==> src/rtl/mic_pkg.sv <==
// mic_pkg: shared sample format and buffer-reader state encoding.
package mic_pkg;
    localparam int DATA_WIDTH      = 16;
    localparam int SAMPLES_PER_BUF = 256;
    typedef enum logic [1:0] {ST_IDLE, ST_READ, ST_DRAIN} reader_state_t;
endpackage

==> src/rtl/stream_skid_fifo.sv <==
// stream_skid_fifo: 2-entry registered FIFO; the head entry is stable while out_valid is held.
module stream_skid_fifo #(
    parameter int WIDTH = 8
) (
    input  logic             clk,
    input  logic             rst_n,
    input  logic             in_valid,
    input  logic [WIDTH-1:0] in_data,
    output logic             out_valid,
    input  logic             out_ready,
    output logic [WIDTH-1:0] out_data,
    output logic [1:0]       count
);
    logic [WIDTH-1:0] mem [2];
    logic rp, wp, push, pop;
    assign push      = in_valid && count != 2'd2;
    assign pop       = out_valid && out_ready;
    assign out_valid = count != 2'd0;
    assign out_data  = mem[rp];
    always_ff @(posedge clk or negedge rst_n) begin
        if (!rst_n) begin
            mem[0] <= '0;
            mem[1] <= '0;
            rp     <= 1'b0;
            wp     <= 1'b0;
            count  <= 2'd0;
        end else begin
            if (push) begin
                mem[wp] <= in_data;
                wp      <= ~wp;
            end
            if (pop) rp <= ~rp;
            count <= count + 2'(push) - 2'(pop);
        end
    end
endmodule

==> src/rtl/buffer_reader.sv <==
// buffer_reader: streams each completed half-buffer out of the double-buffer RAM,
// with one pending request slot and credit-based reads into a 2-entry output FIFO.
module buffer_reader import mic_pkg::*; #(
    parameter int N_MICS          = 1,
    parameter int DATA_WIDTH      = mic_pkg::DATA_WIDTH,
    parameter int SAMPLES_PER_BUF = mic_pkg::SAMPLES_PER_BUF,
    parameter int ADDR_WIDTH      = $clog2(SAMPLES_PER_BUF),
    parameter int CH_W            = $clog2(N_MICS > 1 ? N_MICS : 2)
) (
    input  logic                  clk_i,
    input  logic                  rst_ni,
    input  logic                  buf_ready_pulse_i,
    input  logic [CH_W-1:0]       buf_ready_ch_i,
    input  logic                  active_buf_i,
    output logic                  rd_en_o,
    output logic [ADDR_WIDTH-1:0] rd_addr_o,
    output logic [CH_W-1:0]       rd_ch_o,
    output logic                  rd_buf_o,
    input  logic [DATA_WIDTH-1:0] rd_data_i,
    input  logic                  rd_data_valid_i,
    output logic [DATA_WIDTH-1:0] out_data_o,
    output logic                  out_valid_o,
    input  logic                  out_ready_i,
    output logic                  out_last_o,
    output logic [CH_W-1:0]       out_ch_o,
    output logic                  done_pulse_o,
    output logic                  busy_o,
    output logic                  overrun_o
);
    localparam int REC_W = DATA_WIDTH + 1 + CH_W;
    localparam logic [ADDR_WIDTH-1:0] LAST_ADDR = ADDR_WIDTH'(SAMPLES_PER_BUF - 1);
    reader_state_t state, state_nxt;
    logic [ADDR_WIDTH-1:0] addr;
    logic [CH_W-1:0] ch, pend_ch;
    logic buf_sel, pend_buf, pend_valid, overrun;
    logic [1:0] inflight, count;
    logic ret, pop, empty, drain_done, direct, use_pend, start, store, drop;
    logic [REC_W-1:0] head;
    assign ret        = rd_data_valid_i && inflight != 2'd0;
    assign pop        = out_valid_o && out_ready_i;
    assign empty      = count == 2'd0 && inflight == 2'd0;
    assign drain_done = state == ST_DRAIN && empty;
    assign direct     = buf_ready_pulse_i && (state == ST_IDLE || (drain_done && !pend_valid));
    assign use_pend   = drain_done && pend_valid;
    assign start      = direct || use_pend;
    assign store      = buf_ready_pulse_i && !direct && (!pend_valid || use_pend);
    assign drop       = buf_ready_pulse_i && !direct && pend_valid && !use_pend;
    // A beat leaving this cycle frees its slot, which keeps reads back-to-back at full rate.
    assign rd_en_o    = state == ST_READ && ({1'b0, count} - 3'(pop) + {1'b0, inflight}) < 3'd2;
    assign rd_addr_o  = addr;
    assign rd_ch_o    = ch;
    assign rd_buf_o   = buf_sel;
    assign busy_o     = state != ST_IDLE;
    assign overrun_o  = overrun;
    assign {out_data_o, out_last_o, out_ch_o} = head;
    assign done_pulse_o = pop && out_last_o;
    always_comb begin
        state_nxt = state;
        unique case (state)
            ST_IDLE:  state_nxt = buf_ready_pulse_i ? ST_READ : ST_IDLE;
            ST_READ:  state_nxt = (rd_en_o && addr == LAST_ADDR) ? ST_DRAIN : ST_READ;
            ST_DRAIN: state_nxt = !empty ? ST_DRAIN : (pend_valid || buf_ready_pulse_i) ? ST_READ : ST_IDLE;
            default:  state_nxt = ST_IDLE;
        endcase
    end
    always_ff @(posedge clk_i or negedge rst_ni) begin
        if (!rst_ni) begin
            state      <= ST_IDLE;
            addr       <= '0;
            ch         <= '0;
            buf_sel    <= 1'b0;
            pend_valid <= 1'b0;
            pend_ch    <= '0;
            pend_buf   <= 1'b0;
            overrun    <= 1'b0;
            inflight   <= 2'd0;
        end else begin
            state    <= state_nxt;
            inflight <= inflight + 2'(rd_en_o) - 2'(ret);
            overrun  <= overrun | drop;
            if (start) begin
                addr    <= '0;
                ch      <= use_pend ? pend_ch : buf_ready_ch_i;
                buf_sel <= use_pend ? pend_buf : ~active_buf_i;
            end else if (rd_en_o && addr != LAST_ADDR) begin
                addr <= addr + ADDR_WIDTH'(1);
            end
            if (store) begin
                pend_valid <= 1'b1;
                pend_ch    <= buf_ready_ch_i;
                pend_buf   <= ~active_buf_i;
            end else if (use_pend) begin
                pend_valid <= 1'b0;
            end
        end
    end
    // Reads return in order and none are issued after the final one, so in DRAIN
    // the return that empties the in-flight count is the last sample.
    stream_skid_fifo #(.WIDTH(REC_W)) u_fifo (
        .clk       (clk_i),
        .rst_n     (rst_ni),
        .in_valid  (ret),
        .in_data   ({rd_data_i, state == ST_DRAIN && inflight == 2'd1, ch}),
        .out_valid (out_valid_o),
        .out_ready (out_ready_i),
        .out_data  (head),
        .count     (count)
    );
endmodule

==> config.mk <==
export PLATFORM = sky130hd
export DESIGN_NAME = buffer_reader
export DESIGN_NICKNAME = d
export VERILOG_FILES = /design/src/rtl/mic_pkg.sv /design/src/rtl/stream_skid_fifo.sv /design/src/rtl/buffer_reader.sv
export SDC_FILE = /design/constraint.sdc
export NUM_CORES = 1
export LEC_CHECK = 0
export ABC_AREA = 0
export CAP_MARGIN = 20
export CORE_MARGIN = 4
export CORE_UTILIZATION = 49
export CTS_CLUSTER_SIZE = 25
export DETAILED_ROUTE_END_ITERATION = 10
export PLACE_DENSITY_LB_ADDON = 0.15
export SLEW_MARGIN = 25
export SYNTH_ARGS = -nofsm -noshare
export SYNTH_HDL_FRONTEND = slang
export SYNTH_SLANG_ARGS = --single-unit
==> constraint.sdc <==
create_clock -name clk_i -period 4.2 [get_ports clk_i]
set_clock_uncertainty 0.1 [all_clocks]
set_input_delay 0.84 -clock clk_i [delete_from_list [all_inputs] [get_ports clk_i]]
set_output_delay 0.84 -clock clk_i [all_outputs]
set_load 0.01 [all_outputs]
After elaboration in Yosys (flattened, before gate mapping)
Cells that the tools add are included.
W data, S select, Z words.
{"block": "totals", "memories": 0, "ram_bits": 0, "reg_bits": 58, "latchBits": 0, "inputBits": 23, "romBits": 0}
{"block": "op_classes", "n_lt_le_gt_ge": 4, "n_reduce_logical": 33, "n_eq_ne": 6, "n_div": 0, "n_mul": 0, "addsub": 7, "mux": 17, "n_bitwise": 6, "shift": 0}
{"op": "$mux W18", "count": 4}
{"op": "$bwmux W36", "count": 1}
{"op": "$demux W18 S1", "count": 1}
{"op": "$logic_and A1 B1 Y1", "count": 18}
{"op": "$mux W8", "count": 2}
{"op": "$reduce_bool A2 Y1", "count": 5}
{"op": "$add A8 B1 Y8 const B", "count": 1}
{"op": "$eq A8 B8 Y1 const B", "count": 1}
{"op": "$ne A8 B8 Y1 const B", "count": 1}
{"op": "$logic_not A2 Y1", "count": 3}
{"op": "$mux W1", "count": 6}
{"op": "$pmux W2 S3", "count": 1}
{"op": "$add A2 B1 Y2", "count": 2}
{"op": "$eq A2 B1 Y1 const B", "count": 2}
{"op": "$ge A2 B2 Y1 const B", "count": 2}
{"op": "$logic_or A1 B1 Y1", "count": 4}
{"op": "$mux W2", "count": 2}
{"op": "$not A1 Y2", "count": 2}
{"op": "$sub A2 B1 Y2", "count": 2}
{"op": "$add A3 B2 Y3", "count": 1}
{"op": "$logic_not A1 Y1", "count": 3}
{"op": "$lt A3 B2 Y1 const B", "count": 1}
{"op": "$not A1 Y1", "count": 3}
{"op": "$sub A2 B1 Y3", "count": 1}
{"op": "4 further kinds", "count": 4}

Depth between registers and ports, before layout
{"block": "depth", "word_depth": 11, "depth_mapped": 15, "ltp_nobuf": 14}

Cells and area by module
From an unflattened synthesis, not the netlist that was laid out.
{"block": "hier_totals", "hier_cells": 224, "hier_area_um2": 2951.6}
{"module": "stream_skid_fifo", "instances": 1, "cells_each": 120, "seq_area_each_um2": 1001.0, "area_each_um2": 1854.3}
{"module": "buffer_reader", "instances": 1, "cells_each": 104, "seq_area_each_um2": 450.4, "area_each_um2": 1097.3}

Worst setup path before layout
OpenSTA, ideal clock, no wires.
{"block": "synth_path", "path_type": "input to output", "from": "input port out_ready_i", "to": "output port rd_en_o", "slack_ns": 0.942, "stages": 10, "n_path_buf": 1, "arrival_time_ns": 2.318, "t_required_ns": 3.260, "path_cell_list": "nand2_1 -> inv_1 -> ha_1 -> inv_1 -> nand2_1 -> fa_1 -> xor2_1 -> nand4b_1 -> buf_2 -> inv_1"}
{"block": "synth_between", "elab_chain_len": 5}
{"element": "start: declaration", "line_no": "buffer_reader.sv:23", "source": "input logic out_ready_i,"}
{"element": "$logic_and A1 B1 Y1", "line_no": "buffer_reader.sv:40", "source": "assign pop = out_valid_o && out_ready_i;"}
{"element": "net pop", "line_no": "buffer_reader.sv:37", "source": "logic ret, pop, empty, drain_done, direct, use_pend, start, store, drop;"}
{"element": "$sub A2 B1 Y3", "line_no": "buffer_reader.sv:49", "source": "assign rd_en_o = state == ST_READ && ({1'b0, count} - 3'(pop) + {1'b0, inflight}) < 3'd2;"}
{"element": "$add A3 B2 Y3", "line_no": "buffer_reader.sv:49"}
{"element": "$lt A3 B2 Y1", "line_no": "buffer_reader.sv:49"}
{"element": "$logic_and A1 B1 Y1", "line_no": "buffer_reader.sv:49"}
{"element": "end: declaration", "line_no": "buffer_reader.sv:15", "source": "output logic rd_en_o,"}
The timed path passes the listed nets, and every way through them passes these cells.

Worst setup path after layout
Same ends and word-level chain as after synthesis.

==> results.txt <==
----------------------------------------------------
[Synthesis]
  Share of synthesized area occupied by flip-flops and latches ... 0.520
  Compound-gate portion of the synthesized area ... 0.0579
  Post-synthesis net count ... 246
  Netlist area before placement ... 0.00279 mm^2
  Number of warnings reported in the yosys synthesis log ... 0
  Area share of xor/xnor cells in the synthesized design ... 0.0220
  Flip-flop and latch count after synthesis ... 58
  Ys flop type ... dfrtp_1
  Adder-cell share of the synthesized area ... 0.0377
  Number of enable flip-flop cells after synthesis ... 0
  Gate Count Post-Synth ... 216
  Unique cell type count in the Yosys netlist ... 42
  Largest family of logic cells by synthesized area ... multiplexers
  Portion of netlist area occupied by mux cells ... 0.244
  Share of synthesized registers carrying an async set or reset ... 1.00
  Synth Area in Simple Gates ... 0.0817
  Average instance area after synthesis ... between 10 and 15 um^2

[Power and ir drop]
  Fraction of power spent switching nets ... 0.339
  Lkg Pwr ... roughly 1.5 nW
  IR drop worst, VDD ... approximately 0.00047 V
  Overall power of the completed layout ... about 2.7 mW
  Part of the total power dissipated in combinational logic ... 0.489
  Share of power burned in registers ... 0.349
  Net switching power figure ... between 0.9 and 1 mW
  Power density over cell area ... approximately 760 mW/mm^2
  Clock power frac ... 0.162
  Power Internal ... around 1.8 mW

[Timing]
  Pins Over Slew Limit ... 0
  Setup TNS ... 0 ps
  Setup violators final ... 0
  Fin. Hold Viols ... 0
  Slew at the pin with the worst max-slew slack ... approximately 840 ps
  Worst slew slack as a fraction of its limit ... 0.441
  Maximum frequency from static timing analysis ... about 270 MHz
  Fraction of the cycle the final worst path needs ... 0.877
  Minimum clock period ... between 3000 and 4000 ps
  Worst setup margin ... 517 ps
  Unrepaired setup endpoints after global routing ... false

[Global route]
  Final global-route overflow total ... 0
  Number of global-route vias before repair ... about 2000
  Maximum number of pins on one net before global-route repair ... 40
  Global-route usage over all layers ... 0.168
  Initial antenna violation count ... 0
  Wire length of the first global-routing pass ... 9260 um

[Cells and area]
  Fraction of final layout cells with drive strength greater than 1 ... 0.244
  Most common library cell in the layout ignoring fill and taps ... dfrtp_1
  Nets@finish ... 308
  Area delta synth->final ... 27.8%
  Most frequent cells in the layout ... dfrtp_1, clkdlybuf4s50_1, mux2_2
  Antenna Diode Count ... 0
  Number of cells in the finished layout apart from fillers ... ~360
  Utilization after layout ... 0.647

[Place]
  Placed Instances ... 339
  Final weighted congestion of routability-driven global placement ... slightly below 0.8
  HPWL after detailed placement ... approximately 3600 um
  I/O Buffers ... 55
  Pre-CTS worst setup slack ... 128 ps

[Setup path]
  Critical Path Source ... out_ready_i
  Worst R2R Setup Slack ... around 1300 ps
  Delay of the slowest cell on the worst path ... approximately 470 ps
  Crit path cell chain ... clkdlybuf4s50_1 -> nand2_1 -> inv_1 -> ha_1 -> inv_1 -> nand2_1 -> fa_1 -> xor2_1 -> nand4b_1 -> inv_1 -> dlymetal6s2s_1
  Critical-path maximum fanout ... 2
  Critical path's slowest cell ... clkdlybuf4s50_1
  Req. time, crit path ... 3260 ps
  Nature of the critical path startpoint ... input pin
  Startpoint of the lowest-slack register-to-register path ... u_fifo.count[0]
  Register-to-Register Path Depth ... 13
  Worst flop-to-flop path endpoint ... rd_addr_o[2]
  CP Capture Point ... rd_en_o
  Cell seen most often among critical-path stages ... inv_1
  Worst Path Arrival ... around 2700 ps
  Type of element capturing the critical path ... output port
  Worst Setup Path Type ... input pin to output port

[Clock network]
  Number of clock buffers inserted by TritonCTS ... 9
  Number of buffers on the longest clock path ... 2
  CTS sink count ... 58
  Number of levels in the clock H-tree ... 3
  Clock input transition at the sequential cells of the worst setup and hold paths ... 60 ps
  Clock latency of the later-clocked register in the worst-skew pair ... ~330 ps
  Clock tree from TritonCTS ... built
  Cts hold-fix bufs ... 0
  Root buffer cell ... clkbuf_8

[Detailed routing]
  Total iterations of the first detailed-routing run ... 4
  Residual DRC count ... 0
  Total vias in the final route ... 1851
  Per-cell via count in the routed design ... between 5 and 6
  Detailed router's first-iteration violation count ... 50
  Wirelength, routed ... 5250 um
  WL/cell ... around 15 um
  Number of nets still failing antenna checks after routing ... 0

[Min path]
  Tightest Hold Check Type ... flop to flop

[Run status]
  Outcome ... finished clean

[Floorplanning]
  Effective utilization at floorplan ... 0.506
  Horizontal die dimension ... roughly 83 um
  Area of the placeable core ... about 0.0055 mm^2
  DIE HEIGHT ... approximately 83 um
  Floorplan die area ... approximately 0.0070 mm^2
  Cell Rows ... 27
  # IOs ... 56

[Flow run]
  Max_cap viols ... 0

----------------------------------------------------
through the flow:
step / hold slack [ps] / cell area, um^2
global route: 396 / 3560
detailed placement: 360 / 3400
global placement: 363 / 3400
finish: 377 / 3560
floorplan: 354 / 2790
CTS: 381 / 3560
worst max-delay path, delay by kind of cell:
kind | cells | cell delay (ps)
simple gates | 3 | 300
xor+xnor | 1 | 140
fa+ha+maj | 2 | 590
buf+inv | 5 | 870
power groups by stage:
stage	combinational, mW	clock (mW)	sequential [mW]
after floorplan	0.830	0	0.917
after global placement	1.33	0	0.945
after detailed placement	1.34	0	0.956
after CTS	1.35	0.453	0.946
after global routing	1.47	0.479	0.978
final	1.32	0.438	0.946
cells by family (layout without fill, tap and decap cells):
logic type | after synthesis | count (layout)
mux | 61 | 61
fa+ha+maj | 8 | 8
xor+xnor | 7 | 7
flops | 58 | 58
compound gates | 22 | 22
buf+inv | 20 | 87
simple gates | 40 | 40
registers in the layout, indices dropped and copies added, names as in the netlist:
signal and cells:
overrun_o 1, pend_ch 1, rd_addr_o 8, u_fifo.wp 1, u_fifo.mem 36, inflight 2
pend_buf 1, rd_buf_o 1, state 2, u_fifo.count 2, rd_ch_o 1, pend_valid 1
u_fifo.rp 1
synthesized netlist by cell type, types with 2 or more instances:
master | number | share of area
and3_1 | 3 | 0.0067
ha_1 | 6 | 0.027
nand3_1 | 4 | 0.0072
nor4_1 | 4 | 0.0090
o21ai_1 | 3 | 0.0054
nand4_1 | 2 | 0.0045
and4_1 | 2 | 0.0063
inv_1 | 12 | 0.016
o21ai_0 | 3 | 0.0054
a21oi_1 | 6 | 0.011
xor2_1 | 2 | 0.0063
nor3_1 | 4 | 0.0072
o21a_1 | 2 | 0.0054
xnor2_1 | 5 | 0.016
mux2_2 | 44 | 0.18
mux2i_1 | 5 | 0.018
buf_6 | 3 | 0.012
mux2_1 | 12 | 0.048
nand2_1 | 11 | 0.015
buf_2 | 3 | 0.0054
dfrtp_1 | 58 | 0.52
a22oi_1 | 2 | 0.0054
worst min-delay path by stage:
stage / startpoint / to / cells past startpoint
3_5_place_dp: overrun_o / overrun_o / 1
4_1_cts: overrun_o / overrun_o / 1
5_1_grt: u_fifo.mem[28] / u_fifo.mem[28] / 1
2_1_floorplan: u_fifo.mem[21] / u_fifo.mem[21] / 1
6_report: overrun_o / overrun_o / 1
3_3_place_gp: overrun_o / overrun_o / 1
area by class of cell:
| type | instances | area (um^2) |
|---|---|---|
| Clock buffer | 13 | 149 |
| Fill cell | 438 | 1940 |
| Sequential cell | 58 | 1450 |
| Clock inverter | 3 | 15.0 |
| Timing Repair Buffer | 59 | 578 |
| Multi-Input combinational cell | 138 | 1240 |
| Inverter | 12 | 45.0 |
| Tap cell | 72 | 90.1 |
metal layers:
metal	track usage	wire length (um)	part of all wire	vias up
met4	0.0746	84	0.016	0
met5	0	0	0	-
met2	0.259	2430	0.46	44
li1	-	-	-	898
met3	0.0565	290	0.055	7
met1	0.215	2440	0.47	902
what timing repair did:
item | 4_1_cts | 5_1_grt
buffers inserted | 0 | 0
gates resized for setup | 0 | 1
hold endpoints to repair | 0 | 0
setup endpoints to repair | 0 | 1
Note: power is estimated with default switching activity, not from simulation.
